--- config.mk ---
export PLATFORM = sky130hd
export DESIGN_NAME = btn_event_decoder
export DESIGN_NICKNAME = d
export VERILOG_FILES = /design/src/rtl/btn_event_decoder.sv
export SDC_FILE = /design/constraint.sdc
export NUM_CORES = 1
export LEC_CHECK = 0
export CORE_ASPECT_RATIO = 0.5
export CORE_UTILIZATION = 50
export DETAILED_ROUTE_END_ITERATION = 6
export PLACE_DENSITY = 0.66
export SLEW_MARGIN = 20
export SYNTH_ARGS = -nofsm -noshare
export SYNTH_HDL_FRONTEND = slang
export SYNTH_SLANG_ARGS = --single-unit
--- constraint.sdc ---
create_clock -name clk -period 6.6 [get_ports clk]
set_clock_uncertainty 0.2 [all_clocks]
set_input_delay 1.32 -clock clk [delete_from_list [all_inputs] [get_ports clk]]
set_output_delay 1.32 -clock clk [all_outputs]
set_load 0.02 [all_outputs]
--- src/rtl/btn_event_decoder.sv ---
// Per-button event decoder: turns a debounced level into press/release/click/double/long pulses.
// Optional auto-repeat while long-held is enabled by defining BTN_REPEAT_EN.
module btn_event_decoder #(
  parameter int unsigned CNT_W          = 27,
  parameter int unsigned LONG_CYCLES    = 50_000_000,
  parameter int unsigned DBL_GAP_CYCLES = 25_000_000,
  parameter int unsigned REPEAT_CYCLES  = 10_000_000
) (
  input  logic clk,
  input  logic rst_n,
  input  logic btn_level,
  output logic press_pulse,
  output logic release_pulse,
  output logic click_pulse,
  output logic dbl_click_pulse,
  output logic long_pulse,
  output logic repeat_pulse,
  output logic busy
);

  // Elaboration-time range checks on the timing parameters
  if (CNT_W < 1 || CNT_W > 32) begin : g_bad_cnt_w
    $error("btn_event_decoder: CNT_W out of range");
  end
  if (LONG_CYCLES == 0 || 64'(LONG_CYCLES) >= (64'(1) << CNT_W)) begin : g_bad_long
    $error("btn_event_decoder: LONG_CYCLES out of range");
  end
  if (DBL_GAP_CYCLES == 0 || 64'(DBL_GAP_CYCLES) >= (64'(1) << CNT_W)) begin : g_bad_gap
    $error("btn_event_decoder: DBL_GAP_CYCLES out of range");
  end
  if (REPEAT_CYCLES == 0 || 64'(REPEAT_CYCLES) >= (64'(1) << CNT_W)) begin : g_bad_repeat
    $error("btn_event_decoder: REPEAT_CYCLES out of range");
  end

  localparam logic [CNT_W-1:0] LONG_TERM = CNT_W'(LONG_CYCLES - 1);
  localparam logic [CNT_W-1:0] GAP_TERM  = CNT_W'(DBL_GAP_CYCLES - 1);
  localparam logic [CNT_W-1:0] CNT_MAX   = '1;
`ifdef BTN_REPEAT_EN
  localparam logic [CNT_W-1:0] REP_TERM  = CNT_W'(REPEAT_CYCLES - 1);
`endif

  typedef enum logic [2:0] {
    ST_IDLE   = 3'd0,
    ST_PRESS1 = 3'd1,
    ST_GAP    = 3'd2,
    ST_PRESS2 = 3'd3,
    ST_LONG   = 3'd4
  } state_t;

  state_t           state_q;
  logic [CNT_W-1:0] cnt_q;
  logic             btn_q;
  logic             press_q;
  logic             release_q;
  logic             click_q;
  logic             dbl_q;
  logic             long_q;
  logic             busy_q;
  logic             rise_c;
  logic             fall_c;
  logic [CNT_W-1:0] cnt_inc_c;

  assign rise_c    = btn_level & ~btn_q;
  assign fall_c    = ~btn_level & btn_q;
  // Timing counter saturates instead of wrapping
  assign cnt_inc_c = (cnt_q == CNT_MAX) ? cnt_q : cnt_q + CNT_W'(1);

`ifdef BTN_REPEAT_EN
  logic repeat_q;
`endif

  always_ff @(posedge clk) begin
    if (!rst_n) begin
      state_q   <= ST_IDLE;
      cnt_q     <= '0;
      btn_q     <= 1'b0;
      press_q   <= 1'b0;
      release_q <= 1'b0;
      click_q   <= 1'b0;
      dbl_q     <= 1'b0;
      long_q    <= 1'b0;
      busy_q    <= 1'b0;
`ifdef BTN_REPEAT_EN
      repeat_q  <= 1'b0;
`endif
    end else begin
      btn_q     <= btn_level;
      press_q   <= rise_c;
      release_q <= fall_c;
      click_q   <= 1'b0;
      dbl_q     <= 1'b0;
      long_q    <= 1'b0;
      cnt_q     <= cnt_inc_c;
`ifdef BTN_REPEAT_EN
      repeat_q  <= 1'b0;
`endif
      // Edges always win over a counter terminal hit in the same cycle
      unique case (state_q)
        ST_IDLE: begin
          if (rise_c) begin
            state_q <= ST_PRESS1;
            cnt_q   <= '0;
            busy_q  <= 1'b1;
          end
        end
        ST_PRESS1: begin
          if (fall_c) begin
            state_q <= ST_GAP;
            cnt_q   <= '0;
          end else if (cnt_q == LONG_TERM) begin
            state_q <= ST_LONG;
            cnt_q   <= '0;
            long_q  <= 1'b1;
          end
        end
        ST_GAP: begin
          if (rise_c) begin
            state_q <= ST_PRESS2;
            cnt_q   <= '0;
          end else if (cnt_q == GAP_TERM) begin
            state_q <= ST_IDLE;
            cnt_q   <= '0;
            busy_q  <= 1'b0;
            click_q <= 1'b1;
          end
        end
        ST_PRESS2: begin
          if (fall_c) begin
            state_q <= ST_IDLE;
            cnt_q   <= '0;
            busy_q  <= 1'b0;
            dbl_q   <= 1'b1;
          end else if (cnt_q == LONG_TERM) begin
            state_q <= ST_LONG;
            cnt_q   <= '0;
            long_q  <= 1'b1;
          end
        end
        ST_LONG: begin
          if (fall_c) begin
            state_q <= ST_IDLE;
            cnt_q   <= '0;
            busy_q  <= 1'b0;
          end
`ifdef BTN_REPEAT_EN
          else if (cnt_q == REP_TERM) begin
            cnt_q    <= '0;
            repeat_q <= 1'b1;
          end
`endif
        end
        default: begin
          state_q <= ST_IDLE;
          cnt_q   <= '0;
          busy_q  <= 1'b0;
        end
      endcase
    end
  end

  assign press_pulse     = press_q;
  assign release_pulse   = release_q;
  assign click_pulse     = click_q;
  assign dbl_click_pulse = dbl_q;
  assign long_pulse      = long_q;
  assign busy            = busy_q;
`ifdef BTN_REPEAT_EN
  assign repeat_pulse    = repeat_q;
`else
  assign repeat_pulse    = 1'b0;
`endif

endmodule
==> results.toml, run 1 <==
[drt]
drt_iter0_drc = 106
totalWireLength_um = 4110
routedWlPerCell_um = 14.2
via_per_inst = 5.98
vias = 1727
ant_nets = 0
drc = 0
dr.pass1.iters = 5

[logic_synthesis]
ys_seq_elements = 37
synth-compound-area-share_pct = 19.3
yosysWarnings = 0
synth_edf_count = 0
synthAdderAreaFrac_pct = 0.627
synthesis.nets = 235
synthMuxAreaShare_pct = 1.00
synthesis.area_um2 = 2000
synth-xor-area-share_pct = 3.07
synth_cells = 231
synth_area_per_cell_um2 = 8.64
yosys_most_used_dff = "dfxtp_1"
synthSimpleGateAreaFrac_pct = 34.2
ys_seq_area_share_pct = 37.1
synth_top_family_by_area = "simple AND/OR/NAND/NOR gates"
asyncSetResetFlopFracSynth_pct = 0
ys_types = 55

[place]
dp_slack_ns = 2.92
place.gp.congestion = 0.904
dp_hpwl_um = 2870
place_inst = 282
port_buffers = 8

[cts]
hold_buffers = 0
cts_buffers = 5
clkLatencyLatePin_ns = 0.29
cts_buffer_depth = 2
cts_tree = "yes"
cts-root-buf = "clkbuf_8"
cts-htree-levels = 2
cts_setup_buffers = 0
cts_resized = 0
clock_sinks = 37
clkTransAtPathRegs_ns = 0.06

[floorplanning]
die-area_um2 = 4270
io_pins = 10
initial_utilization_pct = 55.1
core_region_area_um2 = 3620
dieHeight_um = 46.7
die_w_um = 91.4
core.rowCount = 15

[global_routing]
antenna_found_initial = 0
grt_first_pass_wirelength_um = 6690
grt_usage_pct = 21.0
grt_pass1_vias = 1466
grt-ovfl-total = 0
grt_start_max_net_pins = 28

[power_and_ir_drop]
ir_drop_v = 0.000126
p_leak_nw = 0.702
p_per_area_nw_per_um2 = 247

[cells_and_area]
fin_cells = 289
final_common_cell = "dfxtp_1"
drive_gt1_share_pct = 10.5
nets = 242
syn_to_final_growth_pct = 8.33
final_cell_mix = "dfxtp_1, nor2_1, a21oi_1"
antenna_cells = 0

[sta]
rsz0062_at_grt = "false"
finalCritPeriodShare_pct = 51.2
slew_violations = 0
finalCriticalPeriod_ns = 3.38
finalSetupTns_ns = 0
hold_viol = 0
tightest_slew_ns = 0.748
timing.fmax_mhz = 296
timing.final.ws_setup_ns = 3.22
setup_viol = 0
slew-limit-headroom_pct = 49.6

[critical_path]
critPathKind = "input port to flip-flop"
end_kind = "flip-flop"
path_cells = "clkdlybuf4s50_1, nand2b_1, o211ai_1, o21ai_2, o311ai_4, buf_4, o21ba_1"
worst-path-max-fanout = 27
worstPathRequired_ns = 6.58
start_kind = "input port"
cpPeakStageDelay_ns = 0.56
arrival_ns = 3.36
critPathSlowestCell = "clkdlybuf4s50_1"

[min_path]
min_path_type = "flip-flop to flip-flop"

[run_status]
status = "complete, no violations"

[job]
drv_cap = 0
[logic make-up (layout without fill, tap and decap cells)]
| logic type | after synthesis | in the layout |
|---|---|---|
| flip-flops | 37 | 37 |
| buffers and inverters | 14 | 21 |
| AND/OR/NAND/NOR | 114 | 114 |
| AO/OA/AOI/OAI | 55 | 55 |
| XOR/XNOR | 7 | 7 |
| multiplexers | 2 | 2 |
| other | 1 | 1 |
| adder cells (fa/ha/maj) | 1 | 1 |
[registers in the layout (all words and copies together) (netlist names)]
signal	cells
press_pulse	1
dbl_click_pulse	1
click_pulse	1
release_pulse	1
state_q	3
btn_q	1
cnt_q	27
long_pulse	1
busy	1
[critical path, delay by kind of cell]
| family | cells | cell delay (ns) |
|---|---|---|
| buffers and inverters | 2 | 0.92 |
| AO/OA/AOI/OAI | 4 | 0.95 |
| AND/OR/NAND/NOR | 1 | 0.17 |
[worst paths after layout]
kind,from,to,slack [ns],cells past startpoint
hold / removal,cnt_q[22],cnt_q[22],0.30,2
setup / recovery,btn_level,cnt_q[21],3.22,7
setup reg to reg,cnt_q[19],cnt_q[21],3.77,6
hold reg to reg,cnt_q[22],cnt_q[22],0.30,2
[cells in the mapped netlist, drive strengths merged, types with 2 or more instances]
master  number  area (µm²)
dfxtp       37         741
nor2        27         121
a21oi       18        90.1
nand2       17        63.8
o21ai       13        68.8
or3         13        81.3
nand3        9        45.0
nor4         7        50.1
xor2         7        61.3
buf          6        60.1
nand4        6        43.8
nor3         6        40.0
o31ai        6        58.8
or4          6        45.0
inv          5        18.8
and2         3        18.8
and3         3        18.8
clkbuf       3        11.3
nand2b       3        18.8
o211ai       3        22.5
a211oi       2        15.0
mux2i        2        20.0
nand3b       2        15.0
o211a        2        20.0
o21ba        2        20.0
o311ai       2        35.0
or2          2        12.5
or4b         2        20.0
[report_power, final]
group / internal [mW] / leakage (nW) / switching [mW]
combinational: 0.0462 / 0.358 / 0.0719
sequential: 0.238 / 0.300 / 0.0198
clock: 0.0828 / 0.0443 / 0.0755
[stage by stage]
step / util [%] / total power, mW / hold slack [ns] / cell area, µm²
after global placement: 57.3 / 0.380 / 0.287 / 2080
after CTS: 59.7 / 0.542 / 0.306 / 2160
after global routing: 59.7 / 0.568 / 0.343 / 2160
final: 59.7 / 0.534 / 0.305 / 2160
after detailed placement: 57.3 / 0.383 / 0.297 / 2080
after floorplan: - / 0.365 / 0.263 / 2000
[routing by layer]
metal  vias up  track usage [%]  part of all wire [%]
li1        870                -                     -
met1       805             26.5                    50
met2        43             34.8                    43
met3         9             5.45                   5.1
met4         0             9.84                   1.6
met5         -                0                     0
[area by class of cell]
type / count / area [µm²]
inverters: 5 / 18.8
flip-flops and latches: 37 / 741
repair buffers: 9 / 87.6
multi-input cells: 180 / 1170
clock buffers: 7 / 86.3
well taps: 51 / 63.8
fillers: 336 / 1460
Power figures use the tool's default switching activity.
==> run 2: changes to the inputs <==
clock period = 3.2 ns   (was 6.6 ns; I/O delays follow)
==> run 2 against run 1 <==
  * Register-to-register slack worse by 3.3 ns
  * Final area is 2.0% higher
  * Core utilization is 1.2 points higher
  * Die area stayed put
  * Critical path depth is 2 lower
  * Worst setup slack worse by 2.7 ns
  * Critical endpoint is now cnt_q[23]
  * Largest power group unchanged
  * Highest routed layer unchanged
==> results.toml, run 2 (synthesis gave the netlist of run 1 again) <==
[floorplanning]
io_pins = 10
die-area_um2 = 4270
initial_utilization_pct = 55.1
die_w_um = 91.4
dieHeight_um = 46.7
core_region_area_um2 = 3620
core.rowCount = 15

[sta]
timing.fmax_mhz = 369
whs_ns = 0.313
tightest_slew_ns = 0.658
finalCriticalPeriod_ns = 2.71
slew-limit-headroom_pct = 55.7
slew_violations = 0
timing.final.ws_setup_ns = 0.489
hold_viol = 0
setup_viol = 0
rsz0062_at_grt = "false"
finalCritPeriodShare_pct = 84.7
finalSetupTns_ns = 0

[critical_path]
arrival_ns = 2.70
cpPeakStageDelay_ns = 0.75
r2r_setup_slack_ns = 0.49
path_cells = "nand4_2, or4_1, o31ai_4, nor3_1, o21ba_1"
critPathSlowestCell = "or4_1"
worst-path-max-fanout = 17
path_delay_family = "simple AND/OR/NAND/NOR gates"
r2r_cells = 5
critPathKind = "flip-flop to flip-flop"
end_kind = "flip-flop"
reg2reg_from = "cnt_q[15]"
start_kind = "flip-flop"
worstPathRequired_ns = 3.19
critical_path_buf_inv_count = 0
rr_endpoint = "cnt_q[23]"

[job]
drv_cap = 0

[cells_and_area]
largest_reg_flops = 27
final_cell_mix = "dfxtp_1, nor2_1, a21oi_1"
top_regs = "cnt_q: 27 flops, state_q: 3 flops"
syn_to_final_growth_pct = 10.5
drive_gt1_share_pct = 12.0
fin_cells = 292
final_common_cell = "dfxtp_1"
fin_area_um2 = 2210
final_util_pct = 60.9
antenna_cells = 0
top_register = "cnt_q"
nets = 244

[drt]
via_per_inst = 5.82
routedWlPerCell_um = 14.0
drt_iter0_drc = 94
totalWireLength_um = 4100
drc = 0
vias = 1698
dr.pass1.iters = 4
ant_nets = 0

[min_path]
hold_end = "cnt_q[22]"
worstHoldPathCells = 2
worstHoldStart = "cnt_q[22]"
min_path_type = "flip-flop to flip-flop"

[place]
placed_cell_area_um2 = 2100
port_buffers = 8
place_inst = 284
place.gp.congestion = 0.923
dp_hpwl_um = 2890
dp_slack_ns = 0.319

[cts]
hold_buffers = 0
clock_sinks = 37
cts_buffers = 5
clkTransAtPathRegs_ns = 0.07
cts_buffer_depth = 2
clkLatencyLatePin_ns = 0.29
cts_resized = 0
cts_setup_buffers = 0
cts_tree = "yes"
cts-root-buf = "clkbuf_8"
cts-htree-levels = 2

[power_and_ir_drop]
ir_drop_v = 0.000359
p_total_mw = 1.15
p_per_area_nw_per_um2 = 522
p_leak_nw = 0.728

[global_routing]
grt_pass1_vias = 1440
grt_start_max_net_pins = 28
grt_usage_pct = 21.0
grt_first_pass_wirelength_um = 6600
grt-ovfl-total = 0
antenna_found_initial = 0

[run_status]
status = "complete, no violations"
-- run 2: worst max-delay path by stage --
stage / startpoint / slack [ns] / to / cells after the start
floorplan: cnt_q[15] / 0.91 / cnt_q[1] / 6
global placement: btn_level / 0.36 / cnt_q[23] / 7
detailed placement: btn_level / 0.32 / cnt_q[23] / 7
CTS: cnt_q[20] / 0.46 / cnt_q[23] / 5
global route: cnt_q[20] / 0.29 / cnt_q[11] / 5
finish: cnt_q[15] / 0.49 / cnt_q[23] / 5
-- run 2: area by class of cell --
class,count,area (µm²)
Timing Repair Buffer,11,115
Clock inverter,1,5.00
Clock buffer,7,96.3
Sequential cell,37,741
Tap cell,51,63.8
Inverter,5,18.8
Fill cell,333,1420
Multi-Input combinational cell,180,1170
-- run 2: layer usage --
layer  track usage, %  up-vias  routed length (µm)
met5                0        -                   0
met4             10.5        0                  52
met3             5.94        5                 143
met2             34.2       24                1750
met1             26.3      789                2150
li1                 -      880                   -
-- run 2: power breakdown --
part / switching (mW) / internal [mW] / total, mW
Combinational: 0.151 / 0.110 / 0.262
Sequential: 0.0419 / 0.491 / 0.533
Clock: 0.161 / 0.195 / 0.356
-- run 2: worst reg2reg max path, stage by stage (launching register included) --
cell     delay (ns)
dfxtp_1        0.46
nand4_2        0.19
or4_1          0.75
o31ai_4        0.68
nor3_1         0.13
o21ba_1        0.20
